File: config.mk
export PLATFORM = sky130hd
export DESIGN_NAME = pattern_classifier
export DESIGN_NICKNAME = d
export VERILOG_FILES = /design/src/rtl/pattern_classifier.sv
export SDC_FILE = /design/constraint.sdc
export NUM_CORES = 1
export LEC_CHECK = 0
export ABC_AREA = 1
export CORE_UTILIZATION = 45
export DETAILED_ROUTE_END_ITERATION = 7
export GPL_TIMING_DRIVEN = 1
export PLACE_DENSITY = 0.76
export SLEW_MARGIN = 20
export SYNTH_ARGS = -nofsm -noshare
export SYNTH_HDL_FRONTEND = slang
export SYNTH_SLANG_ARGS = --single-unit
File: constraint.sdc
create_clock -name clk -period 29.5 [get_ports clk]
set_clock_uncertainty 0.2 [all_clocks]
set_input_delay 5.9 -clock clk [delete_from_list [all_inputs] [get_ports clk]]
set_output_delay 5.9 -clock clk [all_outputs]
set_load 0.02 [all_outputs]
File: src/rtl/pattern_classifier.sv
// pattern_classifier
//   Captures a 3x3 signed Q8.24 image on a gen_finish strobe, scans the nine
//   pixels one per clock into a threshold mask and a signed sum, then scores
//   the mask against circle/cross templates by Hamming distance.
//
// Ports
//   clk, rst              clock, synchronous active-high reset
//   gen_finish            single-cycle strobe, pixel inputs hold a frame
//   pixel_1x1..pixel_3x3  signed pixels, row-major
//   busy                  frame in flight (SCAN/EVAL)
//   result_valid          one-cycle pulse when result outputs update
//   mask                  thresholded image, bit0=1x1 .. bit8=3x3
//   dist_circle/cross     Hamming distance of mask to each template
//   class_id              0=none 1=circle 2=cross 3=tie
//   pixel_sum             signed sum of the nine pixels, WIDTH+4 bits
//   overrun               sticky, gen_finish seen while busy
//
// state | meaning
// IDLE  | waiting for gen_finish, results held
// SCAN  | one buffered pixel per clock, idx 0..8
// EVAL  | register mask, distances, class and sum
module pattern_classifier #(
  parameter int                       WIDTH      = 32,
  parameter logic signed [WIDTH-1:0]  THRESH     = 32'h00800000,
  parameter logic [8:0]               TPL_CIRCLE = 9'h1EF,
  parameter logic [8:0]               TPL_CROSS  = 9'h155,
  parameter int                       MAX_DIST   = 2
) (
  input  logic               clk,
  input  logic               rst,
  input  logic               gen_finish,
  input  logic [WIDTH-1:0]   pixel_1x1,
  input  logic [WIDTH-1:0]   pixel_1x2,
  input  logic [WIDTH-1:0]   pixel_1x3,
  input  logic [WIDTH-1:0]   pixel_2x1,
  input  logic [WIDTH-1:0]   pixel_2x2,
  input  logic [WIDTH-1:0]   pixel_2x3,
  input  logic [WIDTH-1:0]   pixel_3x1,
  input  logic [WIDTH-1:0]   pixel_3x2,
  input  logic [WIDTH-1:0]   pixel_3x3,
  output logic               busy,
  output logic               result_valid,
  output logic [8:0]         mask,
  output logic [3:0]         dist_circle,
  output logic [3:0]         dist_cross,
  output logic [1:0]         class_id,
  output logic [WIDTH+3:0]   pixel_sum,
  output logic               overrun
);

  typedef enum logic [1:0] {S_IDLE, S_SCAN, S_EVAL} state_t;

  localparam logic [3:0] MAX_D = 4'(MAX_DIST);

  state_t                    state_q, state_d;
  logic [WIDTH-1:0]          pix_q [9];
  logic [WIDTH-1:0]          pix_in [9];
  logic [3:0]                idx_q;
  logic [8:0]                mask_acc_q;
  logic signed [WIDTH+3:0]   sum_acc_q;

  logic [8:0]                mask_q;
  logic [3:0]                dc_q, dx_q;
  logic [1:0]                cls_q;
  logic [WIDTH+3:0]          sum_q;
  logic                      valid_q, ovr_q;

  logic                      start, scan_en, eval_en;
  logic signed [WIDTH-1:0]   cur_pix;
  logic [3:0]                dist_c, dist_x;
  logic [1:0]                cls_d;

  function automatic logic [3:0] popcnt9(input logic [8:0] v);
    logic [3:0] n;
    n = 4'd0;
    for (int i = 0; i < 9; i++) n = n + {3'b000, v[i]};
    return n;
  endfunction

  always_comb begin
    pix_in[0] = pixel_1x1; pix_in[1] = pixel_1x2; pix_in[2] = pixel_1x3;
    pix_in[3] = pixel_2x1; pix_in[4] = pixel_2x2; pix_in[5] = pixel_2x3;
    pix_in[6] = pixel_3x1; pix_in[7] = pixel_3x2; pix_in[8] = pixel_3x3;
  end

  // state register
  always_ff @(posedge clk) begin
    if (rst) state_q <= S_IDLE;
    else     state_q <= state_d;
  end

  // next state
  always_comb begin
    state_d = state_q;
    case (state_q)
      S_IDLE:  if (gen_finish) state_d = S_SCAN;
      S_SCAN:  if (idx_q == 4'd8) state_d = S_EVAL;
      S_EVAL:  state_d = S_IDLE;
      default: state_d = S_IDLE;
    endcase
  end

  // FSM outputs
  always_comb begin
    busy    = (state_q != S_IDLE);
    start   = (state_q == S_IDLE) && gen_finish;
    scan_en = (state_q == S_SCAN);
    eval_en = (state_q == S_EVAL);
  end

  // classification of the completed mask
  always_comb begin
    logic qc, qx;
    cur_pix = pix_q[idx_q];
    dist_c  = popcnt9(mask_acc_q ^ TPL_CIRCLE);
    dist_x  = popcnt9(mask_acc_q ^ TPL_CROSS);
    qc      = (dist_c <= MAX_D);
    qx      = (dist_x <= MAX_D);
    cls_d   = 2'd0;
    if (qc && qx) begin
      if (dist_c < dist_x)      cls_d = 2'd1;
      else if (dist_x < dist_c) cls_d = 2'd2;
      else                      cls_d = 2'd3;
    end else if (qc) begin
      cls_d = 2'd1;
    end else if (qx) begin
      cls_d = 2'd2;
    end
  end

  always_ff @(posedge clk) begin
    if (rst) begin
      for (int i = 0; i < 9; i++) pix_q[i] <= '0;
      idx_q      <= '0;
      mask_acc_q <= '0;
      sum_acc_q  <= '0;
      mask_q     <= '0;
      dc_q       <= '0;
      dx_q       <= '0;
      cls_q      <= '0;
      sum_q      <= '0;
      valid_q    <= 1'b0;
      ovr_q      <= 1'b0;
    end else begin
      valid_q <= 1'b0;
      // EVAL counts as busy, so a strobe on the result edge is also an overrun
      if (gen_finish && busy) ovr_q <= 1'b1;
      if (start) begin
        for (int i = 0; i < 9; i++) pix_q[i] <= pix_in[i];
        idx_q      <= '0;
        mask_acc_q <= '0;
        sum_acc_q  <= '0;
      end
      if (scan_en) begin
        mask_acc_q[idx_q] <= (cur_pix > THRESH);
        sum_acc_q         <= sum_acc_q + {{4{cur_pix[WIDTH-1]}}, cur_pix};
        idx_q             <= idx_q + 4'd1;
      end
      if (eval_en) begin
        mask_q  <= mask_acc_q;
        dc_q    <= dist_c;
        dx_q    <= dist_x;
        cls_q   <= cls_d;
        sum_q   <= sum_acc_q;
        valid_q <= 1'b1;
      end
    end
  end

  assign result_valid = valid_q;
  assign mask         = mask_q;
  assign dist_circle  = dc_q;
  assign dist_cross   = dx_q;
  assign class_id     = cls_q;
  assign pixel_sum    = sum_q;
  assign overrun      = ovr_q;

endmodule
==> flow_summary.yaml, run 1 <==
timing:
  maxSlewViolCount: 0
  clock.fmax_mhz: 103.2
  relSlewSlack_pct: 28.66
  hold_viol_final: 0
  grt_setup_unrepaired: "no"
  min_period_over_period_pct: 32.84
  worst_pin_slew_ns: 1.070
  period_minus_slack_ns: 9.689
  tns_ns: 0
  setup_viol: 0
floorplan:
  die_width_um: 216.5
  initial_core_util_pct: 45.63
  coreArea_sq_um: 45380
  top_level_ports: 349
  die-area_sq_um: 46870
  core.rowCount: 78
  die_y_um: 216.5
power:
  total_power_mw: 1.477
  p_comb_share_pct: 17.3
  p_int_mw: 1.074
  p_switching_mw: 0.4035
  peakVddDrop_v: 0.00004554
  seq_power_share_pct: 45.0
  p_clk_share_pct: 37.7
  switching_share_pct: 27.32
  power_density_nw_per_um2: 56.65
  p_leak_nw: 12.04
logic_synthesis:
  synth-seq-cells: 400
  yosysTopAreaCell: "edfxtp_1"
  synth_top_area_share_pct: 41.77
  seq_area_frac_synth_pct: 52.60
  synthCells: 2642
  synth-main-ff-cell: "edfxtp_1"
  syn_area_sq_um: 20710
  synth_cell_types: 35
  yosys-top-cells-area: "edfxtp_1 (42%), dfxtp_1 (11%), nand2_1 (10%)"
  synth_edf_count: 288
  yosysWarnings: 0
  postSynthAreaPerCell_sq_um: 7.837
  syn_nets: 2990
  async_flop_share_pct: 0
clocking:
  clk_pin_slew_worst_paths_ns: 0.06
  ctsHoldBuffers: 0
  cts_sinks: 400
  ctsResizeCount: 0
  clock-root-buffer: "clkbuf_16"
  cts_made_buffers: 44
  cts_tree: "yes"
  clock_path_buffers: 3
  clk_latency_ns: 0.58
  postCtsSetupBuffers: 0
  h-tree-depth: 2
setup_path:
  r2r_cells: 20
  reg2reg_to: "sum_acc_q[20]$_SDFFE_PP0N_"
  startpoint: "rst"
  required_ns: 29.51
  cp_slowest_cell: "buf_4"
  cp_cell_sequence: "clkdlybuf4s50_1 -> buf_4 -> inv_1 -> nand2_4 -> buf_4 -> buf_4"
  worstSetupPathType: "in -> reg"
  path_common_cell: "buf_4"
  worstPathArrival_ns: 9.70
  cp-endpoint: "pix_q[0][15]$_SDFFCE_PN0P_"
  rrSetupSlack_ns: 24.78
  cp-start-kind: "input port"
  crit_path_end_kind: "register"
  crit_fanout: 85
  slowest_delay_ns: 0.95
global_route:
  antenna_found_initial: 2
  grt.total_usage_pct: 24.66
  grt_max_degree: 107
  grt_pass1_vias: 17090
  grt_pass1_wl_mm: 89.98
  overflow: 0
route:
  viasPerCell: 5.002
  antenna_left: 0
  num_vias: 17860
  initialDrtViolationCount: 1513
  detail_route.wl_per_cell_um: 16.37
  drc: 0
  first_pass_iters: 5
  drt-total-wl_mm: 58.43
placement:
  gp_congestion: 0.9221
  dp_hpwl_mm: 41.54
  io_buffer_count: 348
  dp_cells: 3489
worst_hold_path:
  hold_path_depth: 2
  hold_class: "reg -> reg"
  hold_path.startpoint: "class_id[1]$_SDFFE_PP0P_"
run:
  cap_viol_max_count: 0
layout:
  fin_nets: 3283
  finalNonFillerCells: 3570
  layout_common_cells: "nand2_1 (569), inv_1 (491), nor2_1 (484)"
  syn_to_final_growth_pct: 25.92
  mostFrequentLayoutCell: "nand2_1"
  layout-drive-gt1-share_pct: 3.437
status:
  run_status: "complete, no violations"
-- power by group through the flow --
stage / logic [mW] / registers (mW) / clock network, mW
after floorplan: 0.156 / 0.679 / 0
after global placement: 0.249 / 0.676 / 0
after detailed placement: 0.253 / 0.677 / 0
after CTS: 0.255 / 0.665 / 0.566
after global routing: 0.284 / 0.669 / 0.587
final: 0.256 / 0.665 / 0.556
-- flip-flops by register name, summed over array words and instances (netlist names), named ones only --
signal	count
mask_acc_q	9
sum_acc_q	36
idx_q	4
pixel_sum	36
class_id	2
dist_circle	4
overrun	1
state_q	2
pix_q	288
mask	9
result_valid	1
dist_cross	4
-- layer usage --
layer | GRT usage, % | up-vias | share of wire (%)
met5 | 0 | - | 0
met4 | 10.31 | 0 | 3.6
met3 | 3.200 | 123 | 6.4
met2 | 39.78 | 652 | 47
met1 | 33.46 | 8231 | 43
li1 | - | 8851 | -
-- critical path: cells and delay by family --
kind                   cells  cell delay (ns)
buffers and inverters      5             2.88
AND/OR/NAND/NOR            1             0.75
-- how the worst min path moves through the flow --
stage | to | slack (ns)
floorplan | mask_acc_q[8]$_SDFF_PP0_ | 0.25
finish | class_id[1]$_SDFFE_PP0P_ | 0.28
detailed placement | pixel_sum[35]$_SDFFE_PP0P_ | 0.27
global placement | pixel_sum[35]$_SDFFE_PP0P_ | 0.26
CTS | class_id[1]$_SDFFE_PP0P_ | 0.28
global route | class_id[1]$_SDFFE_PP0P_ | 0.28
-- metrics by stage --
stage	hold slack, ns	setup slack [ns]	instance area, sq um	util [%]
3_5_place_dp	0.2696	19.24	24610	54.23
4_1_cts	0.2778	19.83	26060	57.42
5_1_grt	0.2822	19.60	26070	57.46
3_3_place_gp	0.2623	19.34	24610	54.23
2_1_floorplan	0.2518	15.78	20710	-
6_report	0.2777	19.81	26070	57.46
-- cell usage after synthesis (3+ instances only) --
master and number:
fa_1 11, ha_1 46, a21oi_1 116, nor2_1 486, nand3_1 200, o21ai_0 118
a211oi_1 3, a22oi_1 3, buf_1 11, nand3b_1 6, nand4_1 11, edfxtp_1 288
inv_1 492, a21o_1 8, inv_2 3, dfxtp_1 112, nand2_1 572, or2_2 5
o21bai_1 3, buf_2 28, o21ai_1 8, nor3_1 13, o211ai_1 5, clkbuf_1 75
buf_4 4
-- kinds of logic after synthesis --
family                     after synthesis  synth area share, %
AOI/OAI and AO/OA                      272                6.931
xor gates and xnor gates                 3               0.1269
adders and majority gates               57                3.843
buffers and inverters                  613                11.35
DFF                                    400                52.60
and+or+nand+nor                       1297                25.15
-- area by class of cell --
type | count | area (sq um)
clock buffers | 57 | 1191
clock inverters | 22 | 257.7
multi-input cells | 1629 | 7501
diodes | 2 | 5.005
fillers | 4045 | 19310
repair buffers | 365 | 3611
inverters | 495 | 1861
flip-flops and latches | 400 | 10900
well taps | 600 | 750.7
Note: power is estimated with default switching activity, not from simulation.
==> run 2: changes to the inputs <==
--- a/config.mk
+++ b/config.mk
@@ -9,7 +9,7 @@
 export CORE_UTILIZATION = 45
 export DETAILED_ROUTE_END_ITERATION = 7
 export GPL_TIMING_DRIVEN = 1
-export PLACE_DENSITY = 0.76
+export PLACE_DENSITY = 0.79
 export SLEW_MARGIN = 20
 export SYNTH_ARGS = -nofsm -noshare
 export SYNTH_HDL_FRONTEND = slang
==> constraint.sdc (replaced) <==
create_clock -name clk -period 7.9 [get_ports clk]
set_clock_uncertainty 0.2 [all_clocks]
set_input_delay 1.58 -clock clk [delete_from_list [all_inputs] [get_ports clk]]
set_output_delay 1.58 -clock clk [all_outputs]
set_load 0.02 [all_outputs]
==> run 2 against run 1 <==
  * Clock power rose to 3.7 times the previous value
  * Die area did not move
  * Hold slack got worse by 0.0090 ns
  * Combinational power rose to 3.7 times the previous value
  * Wire length fell by 0.99%
  * Largest cell class unchanged
  * Largest power group unchanged
==> flow_summary.yaml, run 2 (synthesis results as in run 1) <==
status:
  run_status: "complete, no violations"
setup_path:
  rrSetupSlack_ns: 3.09
  r2r_cells: 18
  crit_path_end_kind: "register"
  required_ns: 8.14
  reg2reg_to: "sum_acc_q[26]$_SDFFE_PP0N_"
  worstSetupPathType: "reg -> reg"
  worstPathArrival_ns: 5.05
  crit_fanout: 72
  cp-start-kind: "register"
timing:
  tns_ns: 0
  min_period_over_period_pct: 60.85
  setup_viol: 0
  maxSlewViolCount: 0
  period_minus_slack_ns: 4.807
  grt_setup_unrepaired: "no"
  relSlewSlack_pct: 34.75
  setup_ws_ns: 3.093
  worst_pin_slew_ns: 0.9764
  hold_viol_final: 0
  clock.fmax_mhz: 208.0
floorplan:
  die-area_sq_um: 46870
  coreArea_sq_um: 45380
  core.rowCount: 78
  initial_core_util_pct: 45.63
  die_y_um: 216.5
  top_level_ports: 349
  die_width_um: 216.5
placement:
  io_buffer_count: 348
  gp_congestion: 0.9537
  dp_cells: 3491
  dp_hpwl_mm: 41.78
  placed_cell_area_sq_um: 24640
  dp_slack_ns: 2.935
clocking:
  ctsResizeCount: 0
  clk_pin_slew_worst_paths_ns: 0.06
  h-tree-depth: 2
  cts_made_buffers: 42
  postCtsSetupBuffers: 0
  ctsHoldBuffers: 0
  clock-root-buffer: "clkbuf_16"
  clk_latency_ns: 0.60
  clock_path_buffers: 3
  cts_sinks: 400
  cts_tree: "yes"
route:
  num_vias: 17920
  detail_route.wl_per_cell_um: 16.24
  first_pass_iters: 5
  antenna_left: 0
  viasPerCell: 5.029
  initialDrtViolationCount: 1772
  drc: 0
  drt-total-wl_mm: 57.86
power:
  p_leak_nw: 12.05
  power_density_nw_per_um2: 211.4
  peakVddDrop_v: 0.0001519
  total_power_mw: 5.514
layout:
  fin_nets: 3283
  nFillCells: 3968
  layout-drive-gt1-share_pct: 3.341
  syn_to_final_growth_pct: 25.98
  stdcell_area_sq_um: 26090
  layout_common_cells: "nand2_1 (570), inv_1 (492), nor2_1 (484)"
  mostFrequentLayoutCell: "nand2_1"
  largest_reg_flops: 288
  finalNonFillerCells: 3563
  antenna_cells: 0
  top_register: "pix_q"
run:
  cap_viol_max_count: 0
global_route:
  grt_max_degree: 127
  grt_pass1_vias: 17700
  grt_pass1_wl_mm: 90.73
  antenna_found_initial: 1
  overflow: 0
  grt.total_usage_pct: 24.79
worst_hold_path:
  hold_end: "overrun$_SDFFE_PP0P_"
  hold_path_depth: 2
  hold_class: "reg -> reg"
  hold_path.startpoint: "overrun$_SDFFE_PP0P_"
run 2: cell count changes in the layout (fill, tap and decap cells not counted), moves of 2 or more:
cell and delta:
clkbuf_8 -3, clkbuf_1 -4, diode_2 -2, inv_6 -2, bufinv_16 +2, clkinv_2 +2
run 2: cell type report:
| class | instances | area (sq um) | area share [%] |
|---|---|---|---|
| multi-input combinational | 1629 | 7498 | 28.74 |
| inverter | 495 | 1861 | 7.132 |
| timing repair buffer | 367 | 3638 | 13.95 |
| clock buffer | 49 | 1112 | 4.264 |
| clock inverter | 23 | 329.1 | 1.261 |
| tap | 600 | 750.7 | 2.878 |
| sequential | 400 | 10900 | 41.77 |
run 2: worst max path at each step:
stage / slack [ns] / endpoint / cells after the start / startpoint
finish: 3.09 / sum_acc_q[26]$_SDFFE_PP0N_ / 18 / register
global route: 2.78 / sum_acc_q[26]$_SDFFE_PP0N_ / 16 / register
CTS: 3.14 / sum_acc_q[26]$_SDFFE_PP0N_ / 17 / register
detailed placement: 2.94 / pix_q[4][10]$_SDFFCE_PN0P_ / 6 / rst
global placement: 2.95 / pix_q[4][7]$_SDFFCE_PN0P_ / 6 / rst
floorplan: 1.46 / pix_q[0][0]$_SDFFCE_PN0P_ / 5 / rst
run 2: routing by layer:
layer / up-vias / GRT usage, % / share of wire [%]
met3: 118 / 3.902 / 7.8
met4: 2 / 10.89 / 3.6
met2: 725 / 41.10 / 47
met1: 8234 / 32.03 / 41
li1: 8840 / - / -
met5: - / 0 / 0.019
run 2: stage by stage:
step	hold slack, ns	utilization [%]
finish	0.2687	57.48
global route	0.2967	57.48
CTS	0.2734	57.48
detailed placement	0.2584	54.31
global placement	0.2477	54.31
floorplan	0.2518	-
run 2: critical path, stage by stage (launching register included):
cell and delay [ns]:
dfxtp_4 0.88, inv_4 0.48, buf_4 0.46, nand2_1 0.11, nand2_1 0.07, nand2_1 0.08
nand3_1 0.14, nand3_1 0.13, nand2_1 0.15, ha_1 0.40, nand2_1 0.12, o21ai_0 0.29
a21oi_1 0.09, o21ai_0 0.51, nand3_1 0.21, nand2_1 0.11, nand2_1 0.05, nand3_1 0.08
a21oi_1 0.07
run 2: report_power, final:
group	switching, mW	leakage [nW]	internal (mW)
combinational	0.584	7.32	0.355
sequential	0.0690	4.02	2.42
clock	0.842	0.702	1.24
total	1.49	12.0	4.02
